### src/rtl/hazard_scoreboard_pkg.sv
// Shared constants and types for the Tuse/Tnew hazard scoreboard.
package hazard_scoreboard_pkg;

  localparam int unsigned REG_W       = 5;
  localparam int unsigned TNEW_W_DEF  = 3;
  localparam int unsigned SEL_W_DEF   = 2;
  // Tuse value meaning "this source is never read".
  localparam int unsigned TUSE_UNUSED = 3;
  // Forward-select encoding for "take the register file"; k>0 means stage k.
  localparam int unsigned SEL_RF      = 0;

  typedef logic [REG_W-1:0] reg_idx_t;

  function automatic int unsigned max_u(input int unsigned a, input int unsigned b);
    return (a > b) ? a : b;
  endfunction

endpackage

### src/rtl/hazard_scoreboard_if.sv
// Decode-stage request / hazard-response bundle between D and the scoreboard.
interface hazard_scoreboard_if
  import hazard_scoreboard_pkg::*;
#(
  parameter int unsigned TNEW_W = TNEW_W_DEF,
  parameter int unsigned SEL_W  = SEL_W_DEF
) ();

  logic              d_valid;
  reg_idx_t          d_rs;
  reg_idx_t          d_rt;
  logic [TNEW_W-1:0] d_rs_tuse;
  logic [TNEW_W-1:0] d_rt_tuse;
  reg_idx_t          d_dst;
  logic [TNEW_W-1:0] d_tnew;
  logic              d_md_start;
  logic              d_md_div;
  logic              d_mdu_use;
  logic              stall;
  logic [SEL_W-1:0]  fwd_rs_sel;
  logic [SEL_W-1:0]  fwd_rt_sel;
  logic              mdu_busy;

  modport master (
    output d_valid, d_rs, d_rt, d_rs_tuse, d_rt_tuse, d_dst, d_tnew,
           d_md_start, d_md_div, d_mdu_use,
    input  stall, fwd_rs_sel, fwd_rt_sel, mdu_busy
  );

  modport slave (
    input  d_valid, d_rs, d_rt, d_rs_tuse, d_rt_tuse, d_dst, d_tnew,
           d_md_start, d_md_div, d_mdu_use,
    output stall, fwd_rs_sel, fwd_rt_sel, mdu_busy
  );

endinterface

### src/rtl/hazard_stage_rec.sv
// One in-flight destination record; ages tnew by one cycle when AGE is set.
module hazard_stage_rec
  import hazard_scoreboard_pkg::*;
#(
  parameter int unsigned TNEW_W = TNEW_W_DEF,
  parameter bit          AGE    = 1'b1
) (
  input  logic              clk,
  input  logic              reset,
  input  logic              bubble,
  input  logic              in_valid,
  input  reg_idx_t          in_dst,
  input  logic [TNEW_W-1:0] in_tnew,
  input  logic              in_md,
  input  logic              in_div,
  output logic              valid,
  output reg_idx_t          dst,
  output logic [TNEW_W-1:0] tnew,
  output logic              md,
  output logic              div
);

  logic              valid_d, valid_q;
  reg_idx_t          dst_d, dst_q;
  logic [TNEW_W-1:0] tnew_d, tnew_q;
  logic              md_d, md_q;
  logic              div_d, div_q;

  // Next record: a bubble, or the incoming record with tnew saturating at 0.
  always_comb begin
    valid_d = in_valid;
    dst_d   = in_dst;
    tnew_d  = in_tnew;
    md_d    = in_md;
    div_d   = in_div;
    if (AGE && (in_tnew != '0)) begin
      tnew_d = in_tnew - TNEW_W'(1);
    end
    if (bubble) begin
      valid_d = 1'b0;
      md_d    = 1'b0;
      div_d   = 1'b0;
    end
  end

  // Record register with synchronous clear.
  always_ff @(posedge clk) begin
    if (reset) begin
      valid_q <= 1'b0;
      dst_q   <= '0;
      tnew_q  <= '0;
      md_q    <= 1'b0;
      div_q   <= 1'b0;
    end else begin
      valid_q <= valid_d;
      dst_q   <= dst_d;
      tnew_q  <= tnew_d;
      md_q    <= md_d;
      div_q   <= div_d;
    end
  end

  assign valid = valid_q;
  assign dst   = dst_q;
  assign tnew  = tnew_q;
  assign md    = md_q;
  assign div   = div_q;

endmodule

### src/rtl/hazard_scoreboard.sv
// Tuse/Tnew hazard unit: record pipeline, D-stage stall, forwarding selects, MDU busy.
module hazard_scoreboard
  import hazard_scoreboard_pkg::*;
#(
  parameter int unsigned DEPTH    = 3,
  parameter int unsigned TNEW_W   = TNEW_W_DEF,
  parameter int unsigned MULT_CYC = 5,
  parameter int unsigned DIV_CYC  = 10,
  parameter int unsigned SEL_W    = SEL_W_DEF
) (
  input  logic               clk,
  input  logic               reset,
  hazard_scoreboard_if.slave hz
);

  localparam int unsigned CNT_W = $clog2(max_u(MULT_CYC, DIV_CYC) + 1);

  logic [DEPTH:1]    rec_valid;
  logic [DEPTH:1]    rec_md;
  logic [DEPTH:1]    rec_div;
  reg_idx_t          rec_dst  [DEPTH:1];
  logic [TNEW_W-1:0] rec_tnew [DEPTH:1];

  logic [CNT_W-1:0]  cnt_d, cnt_q;
  logic              load_bubble_c;
  logic              mdu_busy_c;
  logic              stall_c;
  logic [1:0]        data_stall_c;
  logic [SEL_W-1:0]  sel_c  [2];
  reg_idx_t          src_c  [2];
  logic [TNEW_W-1:0] tuse_c [2];
  logic              unused_tail;

  // The oldest record's MDU flags have no further consumer.
  assign unused_tail = ^{rec_md[DEPTH], rec_div[DEPTH]};

  assign load_bubble_c = stall_c || !hz.d_valid;

  // Stage 1 loads from D without ageing; later stages age the record ahead.
  for (genvar k = 1; k <= int'(DEPTH); k++) begin : g_stage
    if (k == 1) begin : g_head
      hazard_stage_rec #(.TNEW_W(TNEW_W), .AGE(1'b0)) u_rec (
        .clk      (clk),
        .reset    (reset),
        .bubble   (load_bubble_c),
        .in_valid (hz.d_valid),
        .in_dst   (hz.d_dst),
        .in_tnew  (hz.d_tnew),
        .in_md    (hz.d_md_start),
        .in_div   (hz.d_md_div),
        .valid    (rec_valid[k]),
        .dst      (rec_dst[k]),
        .tnew     (rec_tnew[k]),
        .md       (rec_md[k]),
        .div      (rec_div[k])
      );
    end else begin : g_tail
      hazard_stage_rec #(.TNEW_W(TNEW_W), .AGE(1'b1)) u_rec (
        .clk      (clk),
        .reset    (reset),
        .bubble   (1'b0),
        .in_valid (rec_valid[k-1]),
        .in_dst   (rec_dst[k-1]),
        .in_tnew  (rec_tnew[k-1]),
        .in_md    (rec_md[k-1]),
        .in_div   (rec_div[k-1]),
        .valid    (rec_valid[k]),
        .dst      (rec_dst[k]),
        .tnew     (rec_tnew[k]),
        .md       (rec_md[k]),
        .div      (rec_div[k])
      );
    end
  end

  assign src_c[0]  = hz.d_rs;
  assign src_c[1]  = hz.d_rt;
  assign tuse_c[0] = hz.d_rs_tuse;
  assign tuse_c[1] = hz.d_rt_tuse;

  for (genvar s = 0; s < 2; s++) begin : g_src
    logic              hit_c;
    logic [TNEW_W-1:0] tnew_c;
    logic [SEL_W-1:0]  stage_c;

    // Scan oldest to youngest so the youngest matching record wins; $0 never matches.
    always_comb begin
      hit_c   = 1'b0;
      tnew_c  = '0;
      stage_c = SEL_W'(SEL_RF);
      for (int k = int'(DEPTH); k >= 1; k--) begin
        if (rec_valid[k] && (rec_dst[k] == src_c[s]) && (src_c[s] != '0)) begin
          hit_c   = 1'b1;
          tnew_c  = rec_tnew[k];
          stage_c = SEL_W'(k);
        end
      end
    end

    assign data_stall_c[s] = hit_c && (tnew_c > tuse_c[s]);
    assign sel_c[s]        = (hit_c && (tnew_c == '0)) ? stage_c : SEL_W'(SEL_RF);
  end

  // MDU busy counter: reload when an md op sits in E, otherwise count down to 0.
  always_comb begin
    cnt_d = cnt_q;
    if (rec_valid[1] && rec_md[1]) begin
      cnt_d = rec_div[1] ? CNT_W'(DIV_CYC) : CNT_W'(MULT_CYC);
    end else if (cnt_q != '0) begin
      cnt_d = cnt_q - CNT_W'(1);
    end
  end

  // MDU counter register.
  always_ff @(posedge clk) begin
    if (reset) begin
      cnt_q <= '0;
    end else begin
      cnt_q <= cnt_d;
    end
  end

  // Hazard outputs, combinational from the records and the D request.
  always_comb begin
    mdu_busy_c = (cnt_q != '0) || (rec_valid[1] && rec_md[1]);
    stall_c    = hz.d_valid && ((|data_stall_c) || (hz.d_mdu_use && mdu_busy_c));
  end

  assign hz.stall      = stall_c;
  assign hz.fwd_rs_sel = sel_c[0];
  assign hz.fwd_rt_sel = sel_c[1];
  assign hz.mdu_busy   = mdu_busy_c;

endmodule
### src/flat_wrapper.sv
// flat-port wrapper written by rule: the top's interface ports become plain ports
module hazard_scoreboard_flat import hazard_scoreboard_pkg::*;
#(
  parameter int unsigned DEPTH    = 3,
  parameter int unsigned TNEW_W   = TNEW_W_DEF,
  parameter int unsigned MULT_CYC = 5,
  parameter int unsigned DIV_CYC  = 10,
  parameter int unsigned SEL_W    = SEL_W_DEF
)
  (clk, reset, hz_d_valid, hz_d_rs, hz_d_rt, hz_d_rs_tuse, hz_d_rt_tuse, hz_d_dst, hz_d_tnew, hz_d_md_start, hz_d_md_div, hz_d_mdu_use, hz_stall, hz_fwd_rs_sel, hz_fwd_rt_sel, hz_mdu_busy);
  hazard_scoreboard_if #(.TNEW_W(TNEW_W), .SEL_W(SEL_W)) hz_i ();
  input  logic clk;
  input  logic reset;
  input wire logic [$bits(hz_i.d_valid)-1:0] hz_d_valid;
  input wire logic [$bits(hz_i.d_rs)-1:0] hz_d_rs;
  input wire logic [$bits(hz_i.d_rt)-1:0] hz_d_rt;
  input wire logic [$bits(hz_i.d_rs_tuse)-1:0] hz_d_rs_tuse;
  input wire logic [$bits(hz_i.d_rt_tuse)-1:0] hz_d_rt_tuse;
  input wire logic [$bits(hz_i.d_dst)-1:0] hz_d_dst;
  input wire logic [$bits(hz_i.d_tnew)-1:0] hz_d_tnew;
  input wire logic [$bits(hz_i.d_md_start)-1:0] hz_d_md_start;
  input wire logic [$bits(hz_i.d_md_div)-1:0] hz_d_md_div;
  input wire logic [$bits(hz_i.d_mdu_use)-1:0] hz_d_mdu_use;
  output wire logic [$bits(hz_i.stall)-1:0] hz_stall;
  output wire logic [$bits(hz_i.fwd_rs_sel)-1:0] hz_fwd_rs_sel;
  output wire logic [$bits(hz_i.fwd_rt_sel)-1:0] hz_fwd_rt_sel;
  output wire logic [$bits(hz_i.mdu_busy)-1:0] hz_mdu_busy;
  assign hz_i.d_valid = hz_d_valid;
  assign hz_i.d_rs = hz_d_rs;
  assign hz_i.d_rt = hz_d_rt;
  assign hz_i.d_rs_tuse = hz_d_rs_tuse;
  assign hz_i.d_rt_tuse = hz_d_rt_tuse;
  assign hz_i.d_dst = hz_d_dst;
  assign hz_i.d_tnew = hz_d_tnew;
  assign hz_i.d_md_start = hz_d_md_start;
  assign hz_i.d_md_div = hz_d_md_div;
  assign hz_i.d_mdu_use = hz_d_mdu_use;
  assign hz_stall = hz_i.stall;
  assign hz_fwd_rs_sel = hz_i.fwd_rs_sel;
  assign hz_fwd_rt_sel = hz_i.fwd_rt_sel;
  assign hz_mdu_busy = hz_i.mdu_busy;
  hazard_scoreboard #(.DEPTH(DEPTH), .TNEW_W(TNEW_W), .MULT_CYC(MULT_CYC), .DIV_CYC(DIV_CYC), .SEL_W(SEL_W)) u_core (.clk(clk), .reset(reset), .hz(hz_i));
endmodule
### config.mk
export PLATFORM = sky130hd
export DESIGN_NAME = hazard_scoreboard_flat
export DESIGN_NICKNAME = d
export VERILOG_FILES = /design/src/rtl/hazard_scoreboard_pkg.sv /design/src/rtl/hazard_scoreboard_if.sv /design/src/rtl/hazard_stage_rec.sv /design/src/rtl/hazard_scoreboard.sv /design/src/flat_wrapper.sv
export SDC_FILE = /design/constraint.sdc
export NUM_CORES = 1
export LEC_CHECK = 0
export CORE_AREA = 2 2 57 98
export CTS_CLUSTER_DIAMETER = 120
export DETAILED_ROUTE_END_ITERATION = 10
export DIE_AREA = 0 0 59 100
export SYNTH_ARGS = -nofsm -noshare
export SYNTH_HDL_FRONTEND = slang
export SYNTH_SLANG_ARGS = --single-unit
### constraint.sdc
create_clock -name clk -period 3.8 [get_ports clk]
set_input_delay 0.76 -clock clk [delete_from_list [all_inputs] [get_ports clk]]
set_output_delay 0.76 -clock clk [all_outputs]
set_load 0.01 [all_outputs]
# Word-level counts from Yosys, hierarchy flattened
# Index checks and enable logic that the tools add are counted.
# totals
regBits	33
inputBits	30
out_inout_bits	6
word_cells	81
# op_classes
addsub	3
magnitude_cmp	2
n_eq_ne	6
mux	25
n_reduce_logical	33
# ops
op	count
== test 5 bit	6
two-way mux 3 bit	8
logical AND 1 bit	19
two-way mux 2 bit	8
two-way mux 4 bit	3
nonzero test 5 bit	2
greater-than comparator 3 bit	2
zero test 3 bit	2
two-way mux 1 bit	6
nonzero test 3 bit	2
subtractor 3 x 1 -> 3 bit, second input constant	2
nonzero test 4 bit	1
OR reduction 2 bit	2
subtractor 4 x 1 -> 4 bit, second input constant	1
logical OR 1 bit	3
nonzero test 2 bit	1
zero test 1 bit	1

# Logic depth before layout (Yosys ltp)
# depth
depth_word	13
ltp_mapped	14
depth_no_buf	13

# Hierarchy
# From an unflattened synthesis, not the netlist that was laid out.
# hier_totals
hier_cells	234
hier_area_um2	2185.8
# modules_own_cells
mod	n_inst	cells_each	area_each_um2	seq_area_each_um2
hazard_scoreboard	1	147	1138.6	80.1
hazard_stage_rec (u_core.g_stage[2].g_tail.u_rec ...)	2	32	364.1	220.2
hazard_stage_rec (u_core.g_stage[1].g_head.u_rec)	1	23	319.1	220.2

# Least setup slack after synthesis
# No wires, ideal clock.
# synth_timing
path_type	input port to output port
from	input hz_d_rs[0]
to	output hz_stall
t_arrival_ps	3144
required_time_ps	3040
path_slack_ps	-104
stages	14
path_buffers	1
path_cell_list	clkbuf_2 > xnor2_1 > nand2_1 > nor4_1 > a21o_2 > a2bb2oi_1 > inv_1 > ha_1 > nor2b_1 > o21ai_0 > a32oi_1 > o31ai_1 > and3_1 > nor2b_1
# synth_via
elab_chain_cells	11
elab_cells_between_ends	21
classes_between	order compare: 1; eq/ne: 3; mux: 6; reduce/logical: 11
# synth_lines
element	line	rtl
start, declared	flat_wrapper.sv:15	input wire logic [$bits(hz_i.d_rs)-1:0] hz_d_rs;
== test 5 bit	hazard_scoreboard.sv:92	if (rec_valid[k] && (rec_dst[k] == src_c[s]) && (src_c[s] != '0)) begin
logical AND 1 bit (2 in series)	hazard_scoreboard.sv:92	
two-way mux 3 bit (3 in series)	hazard_scoreboard.sv:92	
greater-than comparator 3 bit	hazard_scoreboard.sv:100	assign data_stall_c[s] = hit_c && (tnew_c > tuse_c[s]);
logical AND 1 bit *	hazard_scoreboard.sv:100	
OR reduction 2 bit *	hazard_scoreboard.sv:126	stall_c = hz.d_valid && ((|data_stall_c) || (hz.d_mdu_use && mdu_busy_c));
logical OR 1 bit *	hazard_scoreboard.sv:126	
logical AND 1 bit *	hazard_scoreboard.sv:126	
end, declared	flat_wrapper.sv:24	output wire logic [$bits(hz_i.stall)-1:0] hz_stall;
# Every way passes the cells marked *; elsewhere a longest branch is shown, timed or not.

# Final worst setup path
# layout_timing
from	input hz_d_rt[4]
to	output hz_stall
# layout_via
elab_chain_cells	11
elab_cells_between_ends	21
classes_between	order compare: 1; eq/ne: 3; mux: 6; reduce/logical: 11
# layout_lines
element	line	rtl
start, declared	flat_wrapper.sv:16	input wire logic [$bits(hz_i.d_rt)-1:0] hz_d_rt;
== test 5 bit	hazard_scoreboard.sv:92	
logical AND 1 bit (2 in series)	hazard_scoreboard.sv:92	
two-way mux 3 bit (3 in series)	hazard_scoreboard.sv:92	
greater-than comparator 3 bit	hazard_scoreboard.sv:100	
logical AND 1 bit *	hazard_scoreboard.sv:100	
OR reduction 2 bit *	hazard_scoreboard.sv:126	
logical OR 1 bit *	hazard_scoreboard.sv:126	
logical AND 1 bit *	hazard_scoreboard.sv:126	
# Marks and branches as above.

==> results.md <==
- Status: finished, violations left
- Failing checks: negative setup slack
- Most frequent cells in the layout: buf_4, dfxtp_1, xnor2_1, nor2b_1, clkdlybuf4s50_1
- TritonCTS buffer count: 5
- Placed cell area: 2621 µm²
- Crit path DAT: ~3.4 ns
- Setup TNS: -0.3134 ns
- Fin nets: roughly 350
- FMAX: 243.1 MHz
- Hold path depth: 2
- Pre-CTS setup slack: -1.139 ns
- Gr ovfl total: 0
- Min cycle time layout: 4.113 ns
- TritonRoute pass-1 iters: 4
- CTS tree: yes
- Initial Utilization: 0.3826
- Avg Cell Area, Syn: 8.671 µm²
- Min-delay src: u_core.g_stage[1].g_head.u_rec.div
- CTS Hold Bufs: 0
- Pin count of the biggest net entering global routing: 32
- Data required time of the critical path: 3.04 ns
- Die Y: 100 µm
- Worst reg-to-reg setup slack: roughly 0.82 ns
- Via count: 1919
- Min setup slack post-route: -0.3134 ns
- Clock latency on the worst-skew pair: 0.30 ns
- Cell Count, Final, Fillers Out: ~370
- Yosys cell types: 44
- Clock slew at reported path FFs: 0.07 ns
- PwrDens: ~380 nW/µm²
- Clock Sinks: 33
- Share of layout cells above drive strength 1: 0.3291
- Worst path cell trace: buf_8 > or4_4 > o211ai_1 > a311oi_2 > a311oi_2 > nor2_1 > ha_1 > o21ai_1 > a32oi_1 > o31ai_2 > and3_1 > nor2b_1 > buf_2
- Combinational power share: 0.316
- Peak VDD IR: 0.2622 mV
- Root buf cell: clkbuf_8
- Die Area: 5900 µm²
- Worst-margin pin slew: 0.6110 ns
- Cells after Synth: 228
- Final ANT Viol Nets: 0
- Critical Path End Type: primary output
- GRT Util Overall: 0.1996
- Sequential element share of the synthesized area: 0.3342
- Crit Path Class: input pin to primary output
- Min-delay worst type: flop to flop
- Worst Reg-to-Reg Cells: 14
- DP HPWL: 4100 µm
- First-pass GRT wire length: 8707 µm
- Hold EP: u_core.cnt_q[1]
- Cell mode on critical path: a311oi_2
- Worst Path Buf+Inv: 2
- Synth Flop Type: dfxtp_1
- Final period utilization: 1.082
- Synthesis-stage register bit count: 33
- DR WL/cell: 14.96 µm
- Cell Area, Synth: 1977 µm²
- Die X-Extent: 59 µm
- Number of synthesized flops with an enable pin: 0
- Max-slew violations: 0
- Core area: just over 5000 µm²
- Psw: 0.3588 mW
- Sw Share: 0.3165
- Internal power: 0.7751 mW
- Final Hold Viols: 0
- DRC errors left: 0
- Leakage: approximately 1.2 nW
- Reg power frac: 0.376
- Initial antenna violation count: 0
- CP top delay family: compound AO/OA/AOI/OAI gates
- Vias per cell: 5.215
- Clock Power Share: 0.308
- RR Endpoint: u_core.g_stage[1].g_head.u_rec.md
- CP peak stage delay: 0.53 ns
- Yosys warning count: 0
- WL final: 5506 µm
- Routability cong.: 0.8601
- Slowest-stage cell, CP: or4_4
- Syn nets: 270
- Vias in the first global route: 1926
- H-tree depth: 2
- IO Count: 36
- Clk buf depth: 2
- Clock Skew: 0.006116 ns
- I/O Buffers: 35
- Final setup fails: 1
- CP max FO: 3
- Startpoint Class: input pin
- Row count: 35
- Area grow syn2layout: 51.27%
- Post-Place Cells: ~340
- Rel. slew slack: 0.5918
- Async S/R FF share, synth: 0
- 1st-iter DRT viols: 45
- Design area: 2990 µm²
- Maxcap violations: 0
- # diodes: 0
- Commonest non-fill, non-tap cell in the layout: buf_4
- Reg2reg start: u_core.g_stage[2].g_tail.u_rec.dst[2]
- Unrepaired setup endpoints after global routing: true
[worst register-to-register path, cell delays in order, from the launching register on]
cell and delay [ns]:
dfxtp_1 0.40, xnor2_1 0.11, and4_1 0.24, a311oi_2 0.38
a311oi_2 0.16, or2_2 0.31, ha_1 0.19, nor2b_2 0.10
o21ai_1 0.07, a32oi_1 0.21, o31ai_2 0.14, and3_1 0.18
buf_4 0.13, buf_4 0.12, and3_1 0.15
[power by group through the flow]
stage	logic (mW)	clock network, mW	registers (mW)
detailed placement	0.332	0	0.433
CTS	0.357	0.351	0.426
global placement	0.329	0	0.433
finish	0.359	0.349	0.426
global route	0.408	0.367	0.430
floorplan	0.213	0	0.421
[flip-flops by register name (all words and copies together) (netlist names)]
register                           flops
u_core.g_stage.g_head.u_rec.valid      1
u_core.cnt_q                           4
u_core.g_stage.g_tail.u_rec.dst       10
u_core.g_stage.g_head.u_rec.div        1
u_core.g_stage.g_tail.u_rec.tnew       6
u_core.g_stage.g_head.u_rec.md         1
u_core.g_stage.g_head.u_rec.tnew       3
u_core.g_stage.g_head.u_rec.dst        5
u_core.g_stage.g_tail.u_rec.valid      2
[synth_stat cells, types with 4 or more instances]
master   number  share of area
nor3_1       10          0.025
nor2_1       15          0.028
inv_1        14          0.027
ha_1         12          0.076
o21ai_0       4          0.010
nand3_1       4          0.010
nand2_1      16          0.030
nor2b_1      24          0.076
nor4_1        4          0.013
dfxtp_1      33           0.33
xnor2_1      32           0.14
a21oi_1       7          0.018
[layer usage]
metal / share of wire / up-vias / GRT usage
met1: 0.35 / 905 / 0.1785
met3: 0.027 / 18 / 0.03222
li1: - / 949 / -
met5: 0 / - / 0
met4: 0.046 / 0 / 0.1066
met2: 0.58 / 47 / 0.3966
[how the worst max path moves through the flow]
stage | from | endpoint | slack [ns] | depth (start not counted)
after floorplan | hz_d_rt[0] | hz_stall | 0.003 | 13
after global placement | hz_d_rt[3] | hz_stall | -1.06 | 14
after detailed placement | hz_d_rt[1] | hz_stall | -1.14 | 12
after CTS | hz_d_rt[4] | hz_stall | -0.26 | 14
after global routing | hz_d_rt[3] | hz_stall | -0.47 | 13
final | hz_d_rt[4] | hz_stall | -0.31 | 13
[stage by stage]
step	power, mW	hold WS (ns)	utilization
after floorplan	0.6338	0.4673	-
after global placement	0.7612	0.4907	0.5073
after detailed placement	0.7657	0.5033	0.5073
after CTS	1.135	0.5205	0.5731
after global routing	1.205	0.5218	0.5787
final	1.134	0.5181	0.5787
[timing repair]
action / 4_1_cts / 5_1_grt
setup buffers: 15 / 1
resized for setup: 72 / 8
pin swaps: 22 / 9
cloned: 0 / 0
endpoints found under the setup margin: 5 / 3
[cell type report]
cell class / instances / area, µm²
Inverter: 14 / 52.55
Timing Repair Buffer: 82 / 684.4
Fill cell: 477 / 2177
Clock buffer: 5 / 68.82
Sequential cell: 33 / 660.6
Tap cell: 55 / 68.82
Multi-Input combinational cell: 176 / 1409
Clock inverter: 3 / 46.29
[kinds of logic after synthesis]
family	after synthesis	synth area share
adder cells (fa/ha/maj)	12	0.07595
XOR/XNOR	35	0.1551
AO/OA/AOI/OAI	31	0.1165
multiplexers	2	0.01013
buffers and inverters	19	0.03670
AND/OR/NAND/NOR	96	0.2715
flip-flops	33	0.3342
(Power assumes the default switching activity.)
